## config.mk

```make
export PLATFORM = sky130hd
export DESIGN_NAME = serial_read_fifo
export DESIGN_NICKNAME = d
export VERILOG_FILES = /design/src/rtl/serial_read_fifo.sv
export SDC_FILE = /design/constraint.sdc
export NUM_CORES = 1
export LEC_CHECK = 0
export CAP_MARGIN = 15
export CORE_UTILIZATION = 56
export DETAILED_ROUTE_END_ITERATION = 6
export MAX_ROUTING_LAYER = met4
export PLACE_DENSITY = 0.74
export SYNTH_ARGS = -nofsm -noshare
export SYNTH_HDL_FRONTEND = slang
export SYNTH_SLANG_ARGS = --single-unit
```

## constraint.sdc

```tcl
create_clock -name sys_clk -period 3.3 [get_ports sys_clk]
set_input_delay 0.825 -clock sys_clk [delete_from_list [all_inputs] [get_ports sys_clk]]
set_output_delay 0.825 -clock sys_clk [all_outputs]
set_load 0.02 [all_outputs]
```

## src/rtl/serial_read_fifo.sv

```systemverilog
// Serial-to-parallel receiver: shifts bits in on read_sig strobes and queues the completed words in a small FIFO.
// Optional macro SERIAL_READ_FIFO_PARITY_EN adds one trailing even-parity bit per word.
module serial_read_fifo #(
    parameter int WORD_SIZE  = 8,
    parameter int FIFO_DEPTH = 4,
    parameter int MAX_WORDS  = 16,
    parameter int LSB_FIRST  = 0
) (
    input  logic                             sys_clk,
    input  logic                             rst,
    input  logic                             start,
    input  logic [$clog2(MAX_WORDS+1)-1:0]   num_words,
    input  logic                             read_sig,
    input  logic                             data_in,
    input  logic                             abort,
    input  logic                             rd_en,
    output logic [WORD_SIZE-1:0]             data_out,
    output logic                             data_valid,
    output logic [$clog2(FIFO_DEPTH+1)-1:0]  fifo_count,
    output logic                             busy,
    output logic                             done,
    output logic                             overflow,
    output logic                             parity_err
);
    localparam int NW_W  = $clog2(MAX_WORDS+1);
    localparam int CNT_W = $clog2(FIFO_DEPTH+1);
    localparam int AW    = $clog2(FIFO_DEPTH);
    localparam int BC_W  = $clog2(WORD_SIZE+1);

    localparam logic [1:0] IDLE = 2'd0;
    localparam logic [1:0] RECV = 2'd1;
`ifdef SERIAL_READ_FIFO_PARITY_EN
    localparam logic [1:0] PAR  = 2'd2;
`endif

    logic [1:0]           state;
    logic [WORD_SIZE-1:0] shift_reg;
    logic [WORD_SIZE-1:0] shift_nxt;
    logic [WORD_SIZE-1:0] push_word;
    logic [BC_W-1:0]      bit_cnt;
    logic [NW_W-1:0]      word_cnt;
    logic [NW_W-1:0]      word_target;
    logic [WORD_SIZE-1:0] mem [FIFO_DEPTH];
    logic [AW-1:0]        wr_ptr;
    logic [AW-1:0]        rd_ptr;
    logic [CNT_W-1:0]     count;
    logic                 bit_stb;
    logic                 last_bit;
    logic                 push_req;
    logic                 push_ok;
    logic                 pop;
    logic                 last_word;
    logic                 start_ok;

    function automatic logic [WORD_SIZE-1:0] shift_in(input logic [WORD_SIZE-1:0] cur,
                                                      input logic d);
        if (LSB_FIRST != 0)
            return (cur >> 1) | (WORD_SIZE'(d) << (WORD_SIZE-1));
        else
            return (cur << 1) | WORD_SIZE'(d);
    endfunction

    always_comb begin
        bit_stb   = read_sig && !abort && (state == RECV);
        last_bit  = bit_stb && (bit_cnt == BC_W'(WORD_SIZE-1));
        shift_nxt = shift_in(shift_reg, data_in);
`ifdef SERIAL_READ_FIFO_PARITY_EN
        // Word is committed only once its parity bit has arrived.
        push_req  = read_sig && !abort && (state == PAR);
        push_word = shift_reg;
`else
        push_req  = last_bit;
        push_word = shift_nxt;
`endif
        pop       = rd_en && (count != '0);
        push_ok   = push_req && ((count != CNT_W'(FIFO_DEPTH)) || pop);
        last_word = (word_cnt + NW_W'(1)) == word_target;
        start_ok  = start && (state == IDLE) && (num_words <= NW_W'(MAX_WORDS));
    end

    always_ff @(posedge sys_clk) begin
        if (!rst) begin
            state       <= IDLE;
            shift_reg   <= '0;
            bit_cnt     <= '0;
            word_cnt    <= '0;
            word_target <= '0;
            done        <= 1'b0;
            overflow    <= 1'b0;
`ifdef SERIAL_READ_FIFO_PARITY_EN
            parity_err  <= 1'b0;
`endif
        end else begin
            done <= 1'b0;
            if (push_req && !push_ok)
                overflow <= 1'b1;
            case (state)
                IDLE: begin
                    if (start_ok) begin
                        overflow    <= 1'b0;
`ifdef SERIAL_READ_FIFO_PARITY_EN
                        parity_err  <= 1'b0;
`endif
                        word_target <= num_words;
                        word_cnt    <= '0;
                        bit_cnt     <= '0;
                        shift_reg   <= '0;
                        if (num_words == '0)
                            done <= 1'b1;
                        else
                            state <= RECV;
                    end
                end
                RECV: begin
                    if (abort) begin
                        state <= IDLE;
                    end else if (bit_stb) begin
                        shift_reg <= shift_nxt;
                        if (last_bit) begin
                            bit_cnt <= '0;
`ifdef SERIAL_READ_FIFO_PARITY_EN
                            state   <= PAR;
`else
                            word_cnt <= word_cnt + NW_W'(1);
                            if (last_word) begin
                                state <= IDLE;
                                done  <= 1'b1;
                            end
`endif
                        end else begin
                            bit_cnt <= bit_cnt + BC_W'(1);
                        end
                    end
                end
`ifdef SERIAL_READ_FIFO_PARITY_EN
                PAR: begin
                    if (abort) begin
                        state <= IDLE;
                    end else if (read_sig) begin
                        if ((^shift_reg) != data_in)
                            parity_err <= 1'b1;
                        word_cnt <= word_cnt + NW_W'(1);
                        if (last_word) begin
                            state <= IDLE;
                            done  <= 1'b1;
                        end else begin
                            state <= RECV;
                        end
                    end
                end
`endif
                default: state <= IDLE;
            endcase
        end
    end

    // Pointers wrap naturally because FIFO_DEPTH is a power of two.
    always_ff @(posedge sys_clk) begin
        if (!rst) begin
            wr_ptr <= '0;
            rd_ptr <= '0;
            count  <= '0;
        end else begin
            if (push_ok)
                wr_ptr <= wr_ptr + AW'(1);
            if (pop)
                rd_ptr <= rd_ptr + AW'(1);
            case ({push_ok, pop})
                2'b10:   count <= count + CNT_W'(1);
                2'b01:   count <= count - CNT_W'(1);
                default: count <= count;
            endcase
        end
    end

    always_ff @(posedge sys_clk) begin
        if (push_ok)
            mem[wr_ptr] <= push_word;
    end

    assign data_out   = (count != '0) ? mem[rd_ptr] : '0;
    assign data_valid = (count != '0);
    assign fifo_count = count;
    assign busy       = (state != IDLE);
`ifndef SERIAL_READ_FIFO_PARITY_EN
    assign parity_err = 1'b0;
`endif

endmodule

```

==> results of run 1 <==
Yosys cell counts (2+ instances only):
| cell type | n |
|---|---|
| nand2_1 | 12 |
| or3_1 | 3 |
| mux4_2 | 8 |
| and4b_1 | 2 |
| a21oi_2 | 3 |
| o21ai_0 | 3 |
| buf_6 | 3 |
| nand3_1 | 11 |
| mux2i_1 | 3 |
| buf_2 | 4 |
| a22oi_1 | 8 |
| a21oi_1 | 11 |
| nand2b_1 | 3 |
| nor3_1 | 2 |
| dfxtp_1 | 33 |
| nor2b_1 | 2 |
| buf_4 | 2 |
| edfxtp_1 | 32 |
| nor4b_1 | 2 |
| and3_1 | 4 |
| nand4_1 | 3 |
| ha_1 | 6 |
| clkbuf_1 | 5 |
| inv_1 | 7 |
| xor2_1 | 5 |
| nor2_1 | 18 |
| nor3b_1 | 3 |
| o2111ai_1 | 2 |
| xnor2_1 | 5 |
| and2_1 | 12 |
where the power goes:
part,total [mW],leakage (nW),switching (mW),internal [mW]
Combinational,0.0686,0.513,0.0381,0.0305
Clock,0.644,0.0978,0.279,0.365
Sequential,0.850,0.567,0.00567,0.844
Total,1.56,1.18,0.323,1.24
how the worst max path moves through the flow:
stage	from	end	slack, ns	cells past startpoint
after detailed placement	abort	fifo_count[2]	0.33	9
final	register	data_out[6]	0.22	3
after CTS	register	data_out[6]	0.16	3
after floorplan	abort	fifo_count[2]	0.70	10
after global placement	abort	fifo_count[2]	0.44	9
after global routing	register	data_out[3]	0.06	3
cell families after synthesis:
group / share of synthesized area
AOI/OAI and AO/OA: 0.08570
xor gates and xnor gates: 0.03770
adders and majority gates: 0.03256
buffers and inverters: 0.04027
DFF: 0.5553
muxes: 0.07969
other: 0.001284
and+or+nand+nor: 0.1675
critical path, cell delays in order (launching register included):
cell and delay (ns):
dfxtp_1 0.65, mux4_2 0.58, and2_1 0.17, clkdlybuf4s50_1 0.52
routing by layer:
metal	routed length [um]	up-vias	global-route usage
met5	0	-	-
met4	97	0	0.09853
met3	184	11	0.06640
met2	2581	42	0.3465
met1	2355	910	0.2646
li1	-	926	-
metrics by stage:
stage | setup WS (ns) | hold WS (ns)
global placement | 0.4396 | 0.4468
floorplan | 0.6953 | 0.4324
detailed placement | 0.3265 | 0.4498
CTS | 0.1604 | 0.4602
finish | 0.2172 | 0.4604
global route | 0.06073 | 0.4950
area by class of cell:
type,instances,area share
Inverter,8,0.008824
Multi-Input combinational cell,151,0.3471
Sequential cell,65,0.4765
Clock buffer,12,0.04265
Timing Repair Buffer,31,0.08750
Clock inverter,4,0.01287
Tap cell,67,0.02463
==> results by group, run 1 <==
Clock tree
  – Clock Pin Slew Worst Setup and Hold Paths: 0.06 ns
  – Setup bufs post-CTS: 0
  – CTS Root Cell: clkbuf_8
  – Worst-Skew Late Latency: 0.34 ns
  – CTS tree: built
  – Post-CTS Resized: 0
  – Maximum clock path buffer count: 2
  – H-tree depth: 3
  – Hold Buf Count CTS: 0
  – CTS buffer count: 9
  – Clk sink count: 65

Hold path
  – Worst Hold Depth: 2
  – WHS Endpoint: word_target[3]
  – Hold Path Origin: word_target[3]
  – Worst Hold Class: reg2reg

Synth
  – Mean Syn Cell Area: 12.27 um2
  – Synthesized net count: roughly 260
  – Primary FF master, synth: dfxtp_1
  – Cells after Synth: 238
  – Flip-flop and latch count after synthesis: 65
  – Top cells by area, synth: edfxtp_1 33%, dfxtp_1 23%, mux4_2 6.2%, and2_1 2.6%, ha_1 2.6%
  – Yosys top cell area share: 0.3290
  – Largest area contributor in the netlist: edfxtp_1
  – Asr flop ratio synth: 0
  – Yosys warns: 0
  – Post-synth EDFFs: 32
  – Synth unique cells: about 50
  – Sequential area share after synthesis: 0.5553
  – Post-synthesis instance area: a little under 3000 um2

Setup path
  – CP startpoint kind: register
  – Reg-to-reg startpoint: fifo_count[0]
  – Worst R2R End: fifo_count[2]
  – Crit path capture type: output port
  – Crit Path Category: reg2out
  – WP data required: 2.47 ns
  – Arrival time worst endpoint: around 2.3 ns
  – Worst Path Max Fanout: 8
  – Depth of the worst register-to-register path: 7
  – Reg2reg setup slack: 1.11 ns

Layout
  – Post-route cell area: 3403 um2
  – # diodes: 0
  – Share of layout cells above drive strength 1: 0.1292
  – Commonest non-fill, non-tap cells in the layout: 33 x dfxtp_1, 32 x edfxtp_1, 26 x clkdlybuf4s50_1, 18 x nor2_1
  – Final non-filler cell total: 338
  – Max FFs per register: 32
  – Synthesis-to-layout area growth: 16.54%
  – Multi-input logic area: 1181 um2
  – FF+latch area: 1622 um2
  – Final #Nets: 285
  – Util after Layout: 0.6974
  – Fillers: 387
  – Commonest non-fill, non-tap cell in the layout: dfxtp_1

Power
  – Leakage: 1.177 nW
  – Peak supply drop: 0.2367 mV
  – Design Power: 1.562 mW
  – Cell Pwr Density: 459.0 nW/um2

Drt
  – Vias: 1,889
  – Vias per cell: 5.589
  – WL/cell: 15.44 um
  – Drt total wl: roughly 5200 um
  – Pre-antenna DRT Iters: 4
  – Antenna-violating nets left: 0
  – DRC marker count from the first detailed-route iteration: 113
  – Number of remaining DRC errors: 0

Placed design
  – Port bufs: 26
  – Placed Instances: 322
  – RePlAce Congestion: between 0.7 and 0.8
  – Detailed Place HPWL: between 3000 and 4000 um
  – Dpl cell area: 3214 um2

Timing
  – Final worst-path cycle share: 0.9342
  – Slew headroom: 0.6449
  – Max Clock Skew: a little over 0.008 ns
  – Hold Vio Cnt, Final: 0
  – Max-slew violation count: 0
  – Worst Tran Pin Value: 0.5319 ns
  – RSZ-0062 raised after global routing: no
  – Fmax: 0.3244 GHz
  – Minimum clock period: 3.083 ns
  – Setup_tns: 0 ns
  – Setup violation total in the final timing report: 0

Die
  – Initial Utilization: 0.5985
  – Die W: 74.22 um
  – Core Box Area: between 4000 and 5000 um2
  – Boundary pin count: 28
  – Total die area: 5508 um2
  – Die Y-Extent: 74.22 um
  – # rows: 25

Outcome
  – Status: complete, no violations

Global route
  – First-pass GRT wire length: around 8400 um
  – Pin count of the biggest net entering global routing: 16
  – Total grt overflow: 0
  – Initial antenna violation count: 0
  – Gr usage total: 0.2211
  – Vias in the first global route: 1,794

Run
  – Max-cap violation count: 0
Note: power is estimated with default switching activity, not from simulation.
==> inputs of run 2 (changes only) <==
--- a/config.mk
+++ b/config.mk
@@ -10,6 +10,7 @@
 export DETAILED_ROUTE_END_ITERATION = 6
 export MAX_ROUTING_LAYER = met4
 export PLACE_DENSITY = 0.74
+export SKIP_CTS_REPAIR_TIMING = 1
 export SYNTH_ARGS = -nofsm -noshare
 export SYNTH_HDL_FRONTEND = slang
 export SYNTH_SLANG_ARGS = --single-unit
==> results of run 2 <==
Final layout, timing and power as in run 1 (identical DEF).
